--- src/rtl/lock_pkg.sv ---
// Shared definitions for the keypad lock session sequencer and pinCodeTester.
package lock_pkg;

  // Session states; all four 2-bit codes are used.
  typedef enum logic [1:0] {
    IDLE    = 2'd0,
    VERIFY  = 2'd1,
    OPEN    = 2'd2,
    LOCKOUT = 2'd3
  } lock_state_t;

  // Keypad strobe value meaning "no key this cycle".
  localparam logic [3:0] KEY_NONE = 4'h0;

  // Digits per attempt; pinCodeTester must be built with the same value.
  localparam int DEFAULT_DIGITS = 4;

endpackage

--- src/rtl/lock_down_counter.sv ---
// Loadable down-counter that stops at zero; used for window, hold and lockout timing.
module lock_down_counter #(
  parameter int W = 4
) (
  input  logic         clock,
  input  logic         reset,
  input  logic         clear,
  input  logic         load,
  input  logic [W-1:0] loadValue,
  input  logic         enable,
  output logic [W-1:0] count,
  output logic         zero
);

  // Clear wins over load, load wins over decrement; decrement holds at zero.
  always_ff @(posedge clock or posedge reset) begin
    if (reset) begin
      count <= '0;
    end else if (clear) begin
      count <= '0;
    end else if (load) begin
      count <= loadValue;
    end else if (enable && (count != '0)) begin
      count <= count - W'(1);
    end
  end

  assign zero = (count == '0);

endmodule

--- src/rtl/lockout_controller.sv ---
// Session sequencer in front of pinCodeTester: gates keypad strobes, classifies
// attempts from the tester's unlock pulse, holds the door open and enforces lockout.
module lockout_controller
  import lock_pkg::*;
#(
  parameter int DIGITS         = DEFAULT_DIGITS,
  parameter int RESULT_WINDOW  = 8,
  parameter int HOLD_CYCLES    = 1000,
  parameter int MAX_ATTEMPTS   = 3,
  parameter int LOCKOUT_CYCLES = 5000
) (
  input  logic                              clock,
  input  logic                              reset,
  input  logic [3:0]                        keyIn,
  input  logic                              testerUnlock,
  output logic [3:0]                        keyOut,
  output logic                              unlocked,
  output logic                              lockedOut,
  output logic [$clog2(MAX_ATTEMPTS+1)-1:0] failCount,
  output logic                              busy
);

  localparam int DIG_W  = $clog2(DIGITS + 1);
  localparam int WIN_W  = $clog2(RESULT_WINDOW + 1);
  localparam int HOLD_W = $clog2(HOLD_CYCLES + 1);
  localparam int LOCK_W = $clog2(LOCKOUT_CYCLES + 1);
  localparam int FC_W   = $clog2(MAX_ATTEMPTS + 1);

  lock_state_t       state;
  lock_state_t       stateNext;
  logic [DIG_W-1:0]  digitCount;
  logic [DIG_W-1:0]  digitNext;
  logic [FC_W-1:0]   failNext;
  logic [3:0]        keyNext;

  logic [WIN_W-1:0]  windowCount;
  logic [HOLD_W-1:0] holdCount;
  logic [LOCK_W-1:0] lockCount;
  logic              windowZero;
  logic              holdZero;
  logic              lockZero;

  logic windowLoad;
  logic windowEn;
  logic holdLoad;
  logic holdEn;
  logic lockLoad;
  logic lockEn;
  logic counterClear;

  logic keyValid;
  logic lastDigit;
  logic windowLast;
  logic holdLast;
  logic lockLast;
  logic failLocks;

  // Failure count plus one, pinned at MAX_ATTEMPTS so it can never wrap.
  function automatic logic [FC_W-1:0] sat_inc(input logic [FC_W-1:0] v);
    logic [FC_W-1:0] r;
    if ((int'(v) + 1) >= MAX_ATTEMPTS) begin
      r = FC_W'(MAX_ATTEMPTS);
    end else begin
      r = v + FC_W'(1);
    end
    return r;
  endfunction

  assign keyValid  = (keyIn != KEY_NONE);
  assign lastDigit = (int'(digitCount) == (DIGITS - 1));
  assign failLocks = ((int'(failCount) + 1) >= MAX_ATTEMPTS);

  // A counter loaded with N marks its N-th (final) cycle when it reads 1;
  // zero is treated the same so a stray zero never stalls a state.
  assign windowLast = windowZero || (windowCount == WIN_W'(1));
  assign holdLast   = holdZero   || (holdCount   == HOLD_W'(1));
  assign lockLast   = lockZero   || (lockCount   == LOCK_W'(1));

  // State register.
  always_ff @(posedge clock or posedge reset) begin
    if (reset) begin
      state <= IDLE;
    end else begin
      state <= stateNext;
    end
  end

  // Registered key forwarding, digit count and consecutive-failure count.
  always_ff @(posedge clock or posedge reset) begin
    if (reset) begin
      keyOut     <= KEY_NONE;
      digitCount <= '0;
      failCount  <= '0;
    end else begin
      keyOut     <= keyNext;
      digitCount <= digitNext;
      failCount  <= failNext;
    end
  end

  // Next-state, digit-count and failure-count decisions.
  always_comb begin
    stateNext = state;
    digitNext = digitCount;
    failNext  = failCount;
    case (state)
      IDLE: begin
        if (keyValid) begin
          if (lastDigit) begin
            stateNext = VERIFY;
            digitNext = '0;
          end else begin
            digitNext = digitCount + DIG_W'(1);
          end
        end
      end
      VERIFY: begin
        if (testerUnlock) begin
          stateNext = OPEN;
          failNext  = '0;
        end else if (windowLast) begin
          failNext  = sat_inc(failCount);
          stateNext = failLocks ? LOCKOUT : IDLE;
        end
      end
      OPEN: begin
        if (holdLast) begin
          stateNext = IDLE;
        end
      end
      LOCKOUT: begin
        if (lockLast) begin
          stateNext = IDLE;
          failNext  = '0;
        end
      end
      default: begin
        stateNext = IDLE;
        digitNext = '0;
        failNext  = '0;
      end
    endcase
  end

  // Moore outputs, key gating and timer control for the current state.
  always_comb begin
    keyNext      = KEY_NONE;
    unlocked     = 1'b0;
    lockedOut    = 1'b0;
    busy         = 1'b1;
    windowLoad   = 1'b0;
    windowEn     = 1'b0;
    holdLoad     = 1'b0;
    holdEn       = 1'b0;
    lockLoad     = 1'b0;
    lockEn       = 1'b0;
    counterClear = 1'b0;
    case (state)
      IDLE: begin
        busy       = 1'b0;
        keyNext    = keyIn;
        windowLoad = keyValid && lastDigit;
      end
      VERIFY: begin
        windowEn = 1'b1;
        holdLoad = testerUnlock;
        lockLoad = !testerUnlock && windowLast && failLocks;
      end
      OPEN: begin
        unlocked = 1'b1;
        holdEn   = 1'b1;
      end
      LOCKOUT: begin
        lockedOut = 1'b1;
        lockEn    = 1'b1;
      end
      default: begin
        busy         = 1'b0;
        counterClear = 1'b1;
      end
    endcase
  end

  lock_down_counter #(.W(WIN_W)) u_window (
    .clock     (clock),
    .reset     (reset),
    .clear     (counterClear),
    .load      (windowLoad),
    .loadValue (WIN_W'(RESULT_WINDOW)),
    .enable    (windowEn),
    .count     (windowCount),
    .zero      (windowZero)
  );

  lock_down_counter #(.W(HOLD_W)) u_hold (
    .clock     (clock),
    .reset     (reset),
    .clear     (counterClear),
    .load      (holdLoad),
    .loadValue (HOLD_W'(HOLD_CYCLES)),
    .enable    (holdEn),
    .count     (holdCount),
    .zero      (holdZero)
  );

  lock_down_counter #(.W(LOCK_W)) u_lock (
    .clock     (clock),
    .reset     (reset),
    .clear     (counterClear),
    .load      (lockLoad),
    .loadValue (LOCK_W'(LOCKOUT_CYCLES)),
    .enable    (lockEn),
    .count     (lockCount),
    .zero      (lockZero)
  );

endmodule
--- config.mk ---
export PLATFORM = sky130hd
export DESIGN_NAME = lockout_controller
export DESIGN_NICKNAME = d
export VERILOG_FILES = /design/src/rtl/lock_pkg.sv /design/src/rtl/lock_down_counter.sv /design/src/rtl/lockout_controller.sv
export SDC_FILE = /design/constraint.sdc
export NUM_CORES = 1
export LEC_CHECK = 0
export BUFFER_PORTS_ARGS = -buffer_cell sky130_fd_sc_hd__buf_2
export CORE_MARGIN = 5
export CORE_UTILIZATION = 54
export DETAILED_ROUTE_END_ITERATION = 10
export PLACE_DENSITY = 0.86
export SETUP_SLACK_MARGIN = 0.15
export SYNTH_ARGS = -nofsm -noshare
export SYNTH_HDL_FRONTEND = slang
export SYNTH_SLANG_ARGS = --single-unit
export TNS_END_PERCENT = 50
--- constraint.sdc ---
create_clock -name clock -period 2 [get_ports clock]
set_input_delay 0.4 -clock clock [delete_from_list [all_inputs] [get_ports clock]]
set_output_delay 0.4 -clock clock [all_outputs]
set_load 0.01 [all_outputs]
==> summary.txt <==
STA
  • Final Hold Viols: 0
  • Tcrit/Tclk final: 92.7%
  • Max Fclk: 0.539 GHz
  • Post-route clock skew: 0.00220 ns
  • Worst-margin pin slew: 0.549 ns
  • Final setup fails: 0
  • RSZ-0062 raised after global routing: yes
  • Slew margin rel.: 63.1%
  • Min Tclk post-route: 1.85 ns
  • Final worst slack: 0.145 ns
  • Max-slew violations: 0
  • Setup tns final: 0 ns

Route
  • Post-DRT Antenna Nets: 0
  • Iter 0 DRT Violations: 142
  • Vias: 1842
  • WL final: 4830 um
  • WL/cell: 15.2 um
  • Initial DRT Pass Iterations: 4
  • Vias per inst: 5.81
  • DR DRC count: 0

Die
  • Die Y-Extent: 73.2 um
  • CORE AREA: 3940 sq um
  • Initial Util: 54.7%
  • Die footprint: 5360 sq um
  • Num ports: 16
  • Row count: 23
  • Chip Width: 73.2 um

Synth
  • Synthesized flop and latch total: 38
  • Post-synthesis mux area share: 3.83%
  • Cell variety after synth: 49
  • Number of flops mapped to enable cells by yosys: 0
  • Post-synthesis cell count: 220
  • Compound-Gate Fraction of Synth Area: 14.0%
  • Sequential area share after synthesis: 44.1%
  • Syn Nets: 236
  • Fraction of registers with async set/reset: 100%
  • Post-synthesis adder-cell area fraction: 5.22%
  • Simple-gate share of the synthesized area: 28.4%
  • Dominant synthesized flop cell: dfrtp_1
  • Largest family of logic cells by synthesized area: simple AND/OR/NAND/NOR gates
  • XOR/XNOR share of the synthesized area: 1.63%
  • Synthesized area per cell: 9.80 sq um
  • Mapped Area: 2160 sq um
  • Ys Warns: 0

GRT
  • First-pass GRT wire length: 8150 um
  • Overflow left after global routing: 0
  • Largest net degree at the start of global routing: 39
  • Initial antenna violation count: 0
  • Total track usage: 19.8%
  • Vias in the first global route: 1781

Worst hold path
  • Worst min path class: in2async

Layout
  • Ant. Diodes: 0
  • Share of layout cells above drive strength 1: 29.2%
  • Share of the core filled with cells: 67.0%
  • Net count, final: 282
  • Layout area overhead: 22.5%

Pwr
  • Internal power: 1.99 mW
  • Lkg Pwr: 1.13 nW
  • Max VDD drop: 833 uV
  • Reg power frac: 39.1%
  • Clock power share: 20.3%
  • Sw Share: 38.4%
  • Cell Pwr Density: 1220 nW/um^2
  • Gate power share: 40.7%
  • Sw power: 1.24 mW

Critical path
  • Critical path type: reg2reg
  • FF-to-FF path depth: 4
  • Data required, critical path: 2.22 ns
  • CP Buf/Inv Count: 0
  • CP Capture Type: register
  • Crit path max-delay cell type: or4_4
  • RR Endpoint: u_lock.count[2]$_DFFE_PP0P_
  • Worst reg2reg setup slack: 0.15 ns
  • RR Startpoint: u_lock.count[6]$_DFFE_PP0P_
  • Critical path startpoint category: register
  • Top Family by Delay on Critical Path: simple AND/OR/NAND/NOR gates
  • Max FO, Critical Path: 5
  • Slowest stage delay, CP: 0.57 ns
  • Cells along the critical path: or4_4 -> o41a_1 -> nand2_1 -> mux2i_1
  • WP data arrival: 2.08 ns

Clock network
  • Worst-path clk slew: 0.08 ns
  • CTS root buffer: clkbuf_8
  • CTS sink cnt: 38
  • Cts bufs inserted: 5
  • H-tree levels: 2
  • CTS tree: done
  • Clock latency on the worst-skew pair: 0.30 ns
  • Post-CTS Hold Fix Bufs: 0
  • Max clock buf depth: 2

Place
  • Final HPWL DP: 3260 um
  • Post-place setup slack: 0.0798 ns
  • Routability Congestion: 0.845
  • IO buf count: 15

Status
  • Status: finished clean

Flow run
  • # Max-Cap Violations: 0
[tightest hold or removal path, cell delays in order]
cell	delay, ns
buf_2	0.09
inv_1	0.04
buf_4	0.41
[worst max-delay path by stage]
stage | from | to | slack [ns] | cells after the start
final | u_lock.count[6]$_DFFE_PP0P_ | u_lock.count[2]$_DFFE_PP0P_ | 0.15 | 4
after global routing | u_lock.count[6]$_DFFE_PP0P_ | u_lock.count[2]$_DFFE_PP0P_ | 0.05 | 4
after CTS | u_lock.count[8]$_DFFE_PP0P_ | u_lock.count[2]$_DFFE_PP0P_ | 0.11 | 4
after detailed placement | u_window.count[0]$_DFFE_PP0P_ | u_lock.count[6]$_DFFE_PP0P_ | 0.08 | 6
after global placement | u_lock.count[11]$_DFFE_PP0P_ | u_lock.count[9]$_DFFE_PP0P_ | 0.12 | 4
after floorplan | u_lock.count[9]$_DFFE_PP0P_ | u_lock.count[9]$_DFFE_PP0P_ | 0.14 | 4
[state kept, by name, summed over array words and instances, names as in the netlist]
name            cells
keyOut              4
state               2
u_hold.count       10
u_lock.count       13
failCount           2
digitCount          3
u_window.count      4
[per-stage QoR]
step	std cells	power, mW	instance area, sq um	hold WS (ns)
2_1_floorplan	220	2.04	2160	0.468
3_3_place_gp	298	2.32	2400	0.491
3_5_place_dp	298	2.40	2400	0.493
4_1_cts	309	3.10	2550	0.227
5_1_grt	317	3.47	2640	0.249
6_report	317	3.23	2640	0.207
[Yosys cell counts (5+ instances only)]
cell      number  area [sq um]
dfrtp_1       38           951
a21oi_1        8          40.0
nor2_1        16          60.1
o21ai_0        6          30.0
or3_1          5          31.3
nand2b_1       5          31.3
inv_1         14          52.6
ha_1           9           113
o31ai_1        6          45.0
or3b_2         5          43.8
mux2i_1        6          60.1
nand2_1       20          75.1
and2_1         8          50.1
nand3_1        9          45.0
nor3_1         5          25.0
nor4_1         6          37.5
[per-layer routing]
metal / global-route usage (%) / wire length (um)
met3: 5.23 / 211
met4: 7.17 / 75
met2: 33.3 / 2460
met5: 0 / 0
met1: 24.2 / 2080
[power by group through the flow]
| stage | registers (mW) | logic [mW] | clock network, mW |
|---|---|---|---|
| after floorplan | 1.21 | 0.822 | 0 |
| after global placement | 1.24 | 1.09 | 0 |
| after detailed placement | 1.25 | 1.14 | 0 |
| after CTS | 1.23 | 1.20 | 0.659 |
| after global routing | 1.30 | 1.47 | 0.705 |
| final | 1.26 | 1.31 | 0.654 |
[area by class of cell]
class	count	area (sq um)
Inverter	14	52.6
Multi-Input combinational cell	166	1190
Clock inverter	3	40.0
Tap cell	50	62.6
Clock buffer	5	68.8
Sequential cell	38	952
Timing Repair Buffer	41	270
Fill cell	267	1300
[cell usage in the layout (no fill, tap or decap), types with 6 or more instances in the layout]
cell type,netlist,routed
nor4_1,6,6
ha_1,9,8
mux2i_1,6,6
buf_2,1,15
inv_1,14,11
a21oi_1,8,8
o31ai_1,6,6
nand2_1,20,20
dfrtp_1,38,37
nand3_1,9,8
buf_4,0,26
and2_1,8,8
nor2_1,16,16
[repair_timing]
item	4_1_cts	5_1_grt
setup buffers	3	8
endpoints found under the hold margin	0	0
gates resized for setup	5	11
setup endpoints to repair	6	14
pin swaps	4	7
[logic make-up (layout without fill, tap and decap cells)]
family / Yosys count / after routing
buf+inv: 16 / 63
fa+ha+maj: 9 / 9
compound gates: 42 / 42
mux: 8 / 8
xor+xnor: 4 / 4
simple gates: 103 / 103
flops: 38 / 38
Power figures use the tool's default switching activity.
